### config.mk
export PLATFORM = sky130hd
export DESIGN_NAME = tinyalu_arbiter
export DESIGN_NICKNAME = d
export VERILOG_FILES = /design/src/rtl/tinyalu_arbiter.sv
export SDC_FILE = /design/constraint.sdc
export NUM_CORES = 1
export LEC_CHECK = 0
export ABC_AREA = 1
export BUFFER_PORTS_ARGS = -buffer_cell sky130_fd_sc_hd__buf_2
export CORE_MARGIN = 3
export CORE_UTILIZATION = 50
export DETAILED_ROUTE_END_ITERATION = 10
export HOLD_SLACK_MARGIN = 0.02
export PLACE_DENSITY = 0.92
export SLEW_MARGIN = 20
export SYNTH_ARGS = -nofsm -noshare
export SYNTH_HDL_FRONTEND = slang
export SYNTH_SLANG_ARGS = --single-unit
### constraint.sdc
create_clock -name clk -period 2.9 [get_ports clk]
set_clock_uncertainty 0.05 [all_clocks]
set_input_delay 0.58 -clock clk [delete_from_list [all_inputs] [get_ports clk]]
set_output_delay 0.58 -clock clk [all_outputs]
set_load 0.01 [all_outputs]
### src/rtl/tinyalu_arbiter.sv
`default_nettype none
// ============================================================================
// Module   : tinyalu_arbiter
// Purpose  : Round-robin sharing of one TinyALU between two requesters,
//            with a watchdog that turns a hung operation into an error reply.
// Revision : 1.0 - initial release
// ============================================================================
module tinyalu_arbiter #(
  parameter int TIMEOUT_CYCLES = 16
) (
  input  logic        clk,
  input  logic        reset,
  input  logic        req0_valid,
  output logic        req0_ready,
  input  logic [7:0]  req0_a,
  input  logic [7:0]  req0_b,
  input  logic [2:0]  req0_op,
  input  logic        req1_valid,
  output logic        req1_ready,
  input  logic [7:0]  req1_a,
  input  logic [7:0]  req1_b,
  input  logic [2:0]  req1_op,
  output logic        rsp0_valid,
  output logic        rsp1_valid,
  output logic [15:0] rsp_result,
  output logic        rsp_err,
  output logic        alu_start,
  output logic [7:0]  alu_a,
  output logic [7:0]  alu_b,
  output logic [2:0]  alu_op,
  input  logic        alu_done,
  input  logic [15:0] alu_result,
  output logic        busy
);

  typedef enum logic [1:0] {
    ST_IDLE = 2'd0,
    ST_BUSY = 2'd1,
    ST_RESP = 2'd2
  } state_t;

  localparam logic [7:0] C_TO_LAST = 8'(TIMEOUT_CYCLES - 1);

  state_t      state_q, state_d;
  logic        rr_q, rr_d;
  logic        gnt_q, gnt_d;
  logic [7:0]  a_q, a_d;
  logic [7:0]  b_q, b_d;
  logic [2:0]  op_q, op_d;
  logic [15:0] result_q, result_d;
  logic        err_q, err_d;
  logic [7:0]  cnt_q, cnt_d;

  logic        gnt_sel;
  logic [2:0]  sel_op;
  logic        sel_is_alu;

  always_comb begin
    state_d    = state_q;
    rr_d       = rr_q;
    gnt_d      = gnt_q;
    a_d        = a_q;
    b_d        = b_q;
    op_d       = op_q;
    result_d   = result_q;
    err_d      = err_q;
    cnt_d      = cnt_q;
    req0_ready = 1'b0;
    req1_ready = 1'b0;
    rsp0_valid = 1'b0;
    rsp1_valid = 1'b0;
    rsp_result = 16'h0000;
    rsp_err    = 1'b0;
    alu_start  = 1'b0;
    alu_a      = 8'h00;
    alu_b      = 8'h00;
    alu_op     = 3'b000;

    // A lone requester wins outright; contention is settled by rr_q.
    gnt_sel    = (req0_valid && req1_valid) ? rr_q : req1_valid;
    sel_op     = gnt_sel ? req1_op : req0_op;
    sel_is_alu = (sel_op != 3'b000) && (sel_op <= 3'b100);

    case (state_q)
      ST_IDLE: begin
        if (req0_valid || req1_valid) begin
          req0_ready = ~gnt_sel;
          req1_ready = gnt_sel;
          rr_d       = ~gnt_sel;
          gnt_d      = gnt_sel;
          a_d        = gnt_sel ? req1_a : req0_a;
          b_d        = gnt_sel ? req1_b : req0_b;
          op_d       = sel_op;
          cnt_d      = 8'h00;
          if (sel_is_alu) begin
            state_d = ST_BUSY;
          end else begin
            result_d = 16'h0000;
            err_d    = 1'b0;
            state_d  = ST_RESP;
          end
        end
      end

      ST_BUSY: begin
        alu_start = 1'b1;
        alu_a     = a_q;
        alu_b     = b_q;
        alu_op    = op_q;
        cnt_d     = cnt_q + 8'h01;
        // done takes priority over a watchdog expiry in the same cycle
        if (alu_done) begin
          result_d = alu_result;
          err_d    = 1'b0;
          state_d  = ST_RESP;
        end else if (cnt_q == C_TO_LAST) begin
          result_d = 16'h0000;
          err_d    = 1'b1;
          state_d  = ST_RESP;
        end
      end

      ST_RESP: begin
        rsp0_valid = ~gnt_q;
        rsp1_valid = gnt_q;
        rsp_result = result_q;
        rsp_err    = err_q;
        state_d    = ST_IDLE;
      end

      default: begin
        state_d = ST_IDLE;
      end
    endcase
  end

  assign busy = (state_q != ST_IDLE);

  always_ff @(posedge clk) begin
    if (reset) begin
      state_q  <= ST_IDLE;
      rr_q     <= 1'b0;
      gnt_q    <= 1'b0;
      a_q      <= 8'h00;
      b_q      <= 8'h00;
      op_q     <= 3'b000;
      result_q <= 16'h0000;
      err_q    <= 1'b0;
      cnt_q    <= 8'h00;
    end else begin
      state_q  <= state_d;
      rr_q     <= rr_d;
      gnt_q    <= gnt_d;
      a_q      <= a_d;
      b_q      <= b_d;
      op_q     <= op_d;
      result_q <= result_d;
      err_q    <= err_d;
      cnt_q    <= cnt_d;
    end
  end

endmodule
`default_nettype wire

==> results.py <==
metrics = {
    "status": {
        "outcome": "completed",
    },
    "synthesis": {
        "netlist_top_cells_count": "nor2_1, inv_1, nand2_1",
        "avgSynthCellArea_um2": 6.41,
        "synth_ff_type": "dfxtp_1",
        "synth.area.top_cells": "dfxtp_1, nor2_1, inv_1",
        "synth_edf_count": 0,
        "ys_seq_elements": 48,
        "yosysMostFrequentCell": "nor2_1",
        "syn_nets": 435,
        "postSynthCellCount": 375,
        "yosysUniqueCellTypes": 23,
        "yosysWarnings": 0,
        "yosysSeqAreaShare_pct": 40.0,
        "ys_async_sr_fraction_pct": 0,
        "yosysTopAreaCell": "dfxtp_1",
        "synth_top_area_share_pct": 40.0,
        "syn-cell-area_um2": 2400,
    },
    "clock_tree": {
        "numCtsBuffers": 5,
        "cts_resized": 0,
        "clockBufferDepth": 2,
        "insertion_delay_ns": 0.29,
        "cts_hold_buf": 0,
        "cts_tree": "yes",
        "cts.htree.levels": 2,
        "clkSinkCount": 48,
        "path_clk_slew_ns": 0.08,
        "cts_setup_buffers": 0,
        "cts-root-buf": "clkbuf_8",
    },
    "setup_path": {
        "slowest_stage": "dfxtp_1",
        "path_cells": "nor2_1 -> nand2_1 -> inv_1 -> nand2_1 -> inv_1 -> buf_2",
        "required_ns": 2.27,
        "cpPeakStageDelay_ns": 0.35,
        "critical_path_class": "reg -> out",
        "start_kind": "flop",
        "critPathMaxFanout": 4,
        "reg2reg_slack_ns": 0.81,
        "cp-end-kind": "output pin",
        "arrival_ns": 1.48,
    },
    "drt": {
        "avgRoutedWirePerCell_um": 11.6,
        "ant_nets": 0,
        "firstDrtPassIters": 4,
        "vias_per_cell": 5.03,
        "vias": 2620,
        "drt_iter0_drc": 204,
        "wirelength_um": 6060,
        "remaining_drc_errors": 0,
    },
    "floorplan": {
        "die_w_um": 75.3,
        "fp.dieH_um": 75.3,
        "die-area_um2": 5680,
        "initial_core_util_pct": 53.4,
        "io_pins": 101,
        "rows": 24,
        "core_um2": 4500,
    },
    "place": {
        "hpwlAfterDp_um": 4380,
        "io_buffers": 100,
        "place_congestion": 0.815,
        "placed_cells": 513,
    },
    "timing": {
        "setup_viol": 0,
        "min_period_over_period_pct": 72.8,
        "max_freq_mhz": 474,
        "period_needed_ns": 2.11,
        "relSlewSlack_pct": 53.2,
        "worst_pin_slew_ns": 0.701,
        "hold_viol": 0,
        "tns_ns": 0,
        "rsz0062_at_grt": "false",
        "finalMaxSlewViolations": 0,
    },
    "layout": {
        "finalNetCount": 528,
        "fin_cells": 521,
        "antenna_cells": 0,
        "drive_gt1_share_pct": 25.8,
        "syn_to_final_growth_pct": 25.1,
    },
    "global_route": {
        "grt.total_usage_pct": 21.2,
        "grt_pass1_vias": 2304,
        "grt_overflow": 0,
        "antenna_found_initial": 0,
        "grt_pass1_wl_um": 9510,
        "grt_max_degree": 28,
    },
    "job": {
        "max_cap_violations": 0,
    },
    "hold_path": {
        "hold_path_class": "reg -> reg",
    },
    "pwr": {
        "powerDensity_nw_per_um2": 624,
        "leakage_nw": 1.53,
        "vdd_ir_drop_max_mv": 0.283,
    },
}
-- power breakdown --
part | leakage (nW) | internal [mW] | switching, mW
Sequential | 0.395 | 0.778 | 0.0446
Combinational | 1.09 | 0.234 | 0.415
Clock | 0.0455 | 0.195 | 0.209
-- layout make-up --
| class | instances | area (µm²) |
|---|---|---|
| Clock buffer | 8 | 90.1 |
| Tap cell | 52 | 65.1 |
| Sequential cell | 48 | 961 |
| Inverter | 58 | 220 |
| Fill cell | 408 | 1500 |
| Multi-Input combinational cell | 250 | 1130 |
| Timing Repair Buffer | 105 | 538 |
-- kinds of logic (layout without fill, tap and decap cells) --
group                      count (synthesis)  in the layout  synth area share (%)
AOI/OAI and AO/OA                         43             43                  11.8
buffers and inverters                     77            171                  12.9
DFF                                       48             48                  40.0
adders and majority gates                  1              1                 0.520
and+or+nand+nor                          206            206                  34.8
-- placed cells by master (no fill, tap or decap), drive strengths merged --
cell type	n
clkbuf	8
o22ai	3
dfxtp	48
nor2	117
o21ai	3
and3	1
o32ai	16
nand3	26
nand2	58
nor3	2
nand3b	1
a211oi	1
inv	58
buf	105
ha	1
nand4	1
a31oi	1
a21oi	19
-- critical path: cells and delay by family, from the launching register on --
kind,cells,cell delay [ns]
and+or+nand+nor,3,0.48
buffers and inverters,3,0.35
DFF,1,0.35
-- path summary, 6_finish.rpt --
path              startpoint           end  depth (start not counted)
hold reg to reg         rr_q          rr_q                          2
setup / recovery  state_q[1]    req0_ready                          6
hold / removal          rr_q          rr_q                          2
setup reg to reg  state_q[1]  result_q[13]                         11
-- sequential cells by signal, indices dropped and copies added (netlist names) --
signal / flops
result_q: 16
b_q: 8
state_q: 2
rr_q: 1
cnt_q: 8
err_q: 1
gnt_q: 1
op_q: 3
a_q: 8
-- per-layer routing --
metal | global-route usage, % | up-vias | part of all wire, %
met3 | 3.56 | 10 | 4.4
met1 | 25.3 | 1189 | 43
met4 | 7.57 | 0 | 1.4
met2 | 38.1 | 68 | 52
li1 | - | 1353 | -
met5 | 0 | - | 0
-- stage by stage --
step | setup WS (ns) | hold WS [ns] | utilization [%] | cell area, µm² | power, mW
after floorplan | 1.04 | 0.389 | - | 2400 | 1.31
after global placement | 0.880 | 0.412 | 64.8 | 2920 | 1.47
after detailed placement | 0.847 | 0.414 | 64.8 | 2920 | 1.49
after CTS | 0.743 | 0.427 | 66.8 | 3010 | 1.89
after global routing | 0.575 | 0.451 | 66.8 | 3010 | 2.01
final | 0.789 | 0.424 | 66.8 | 3010 | 1.88
Power figures use the tool's default switching activity.
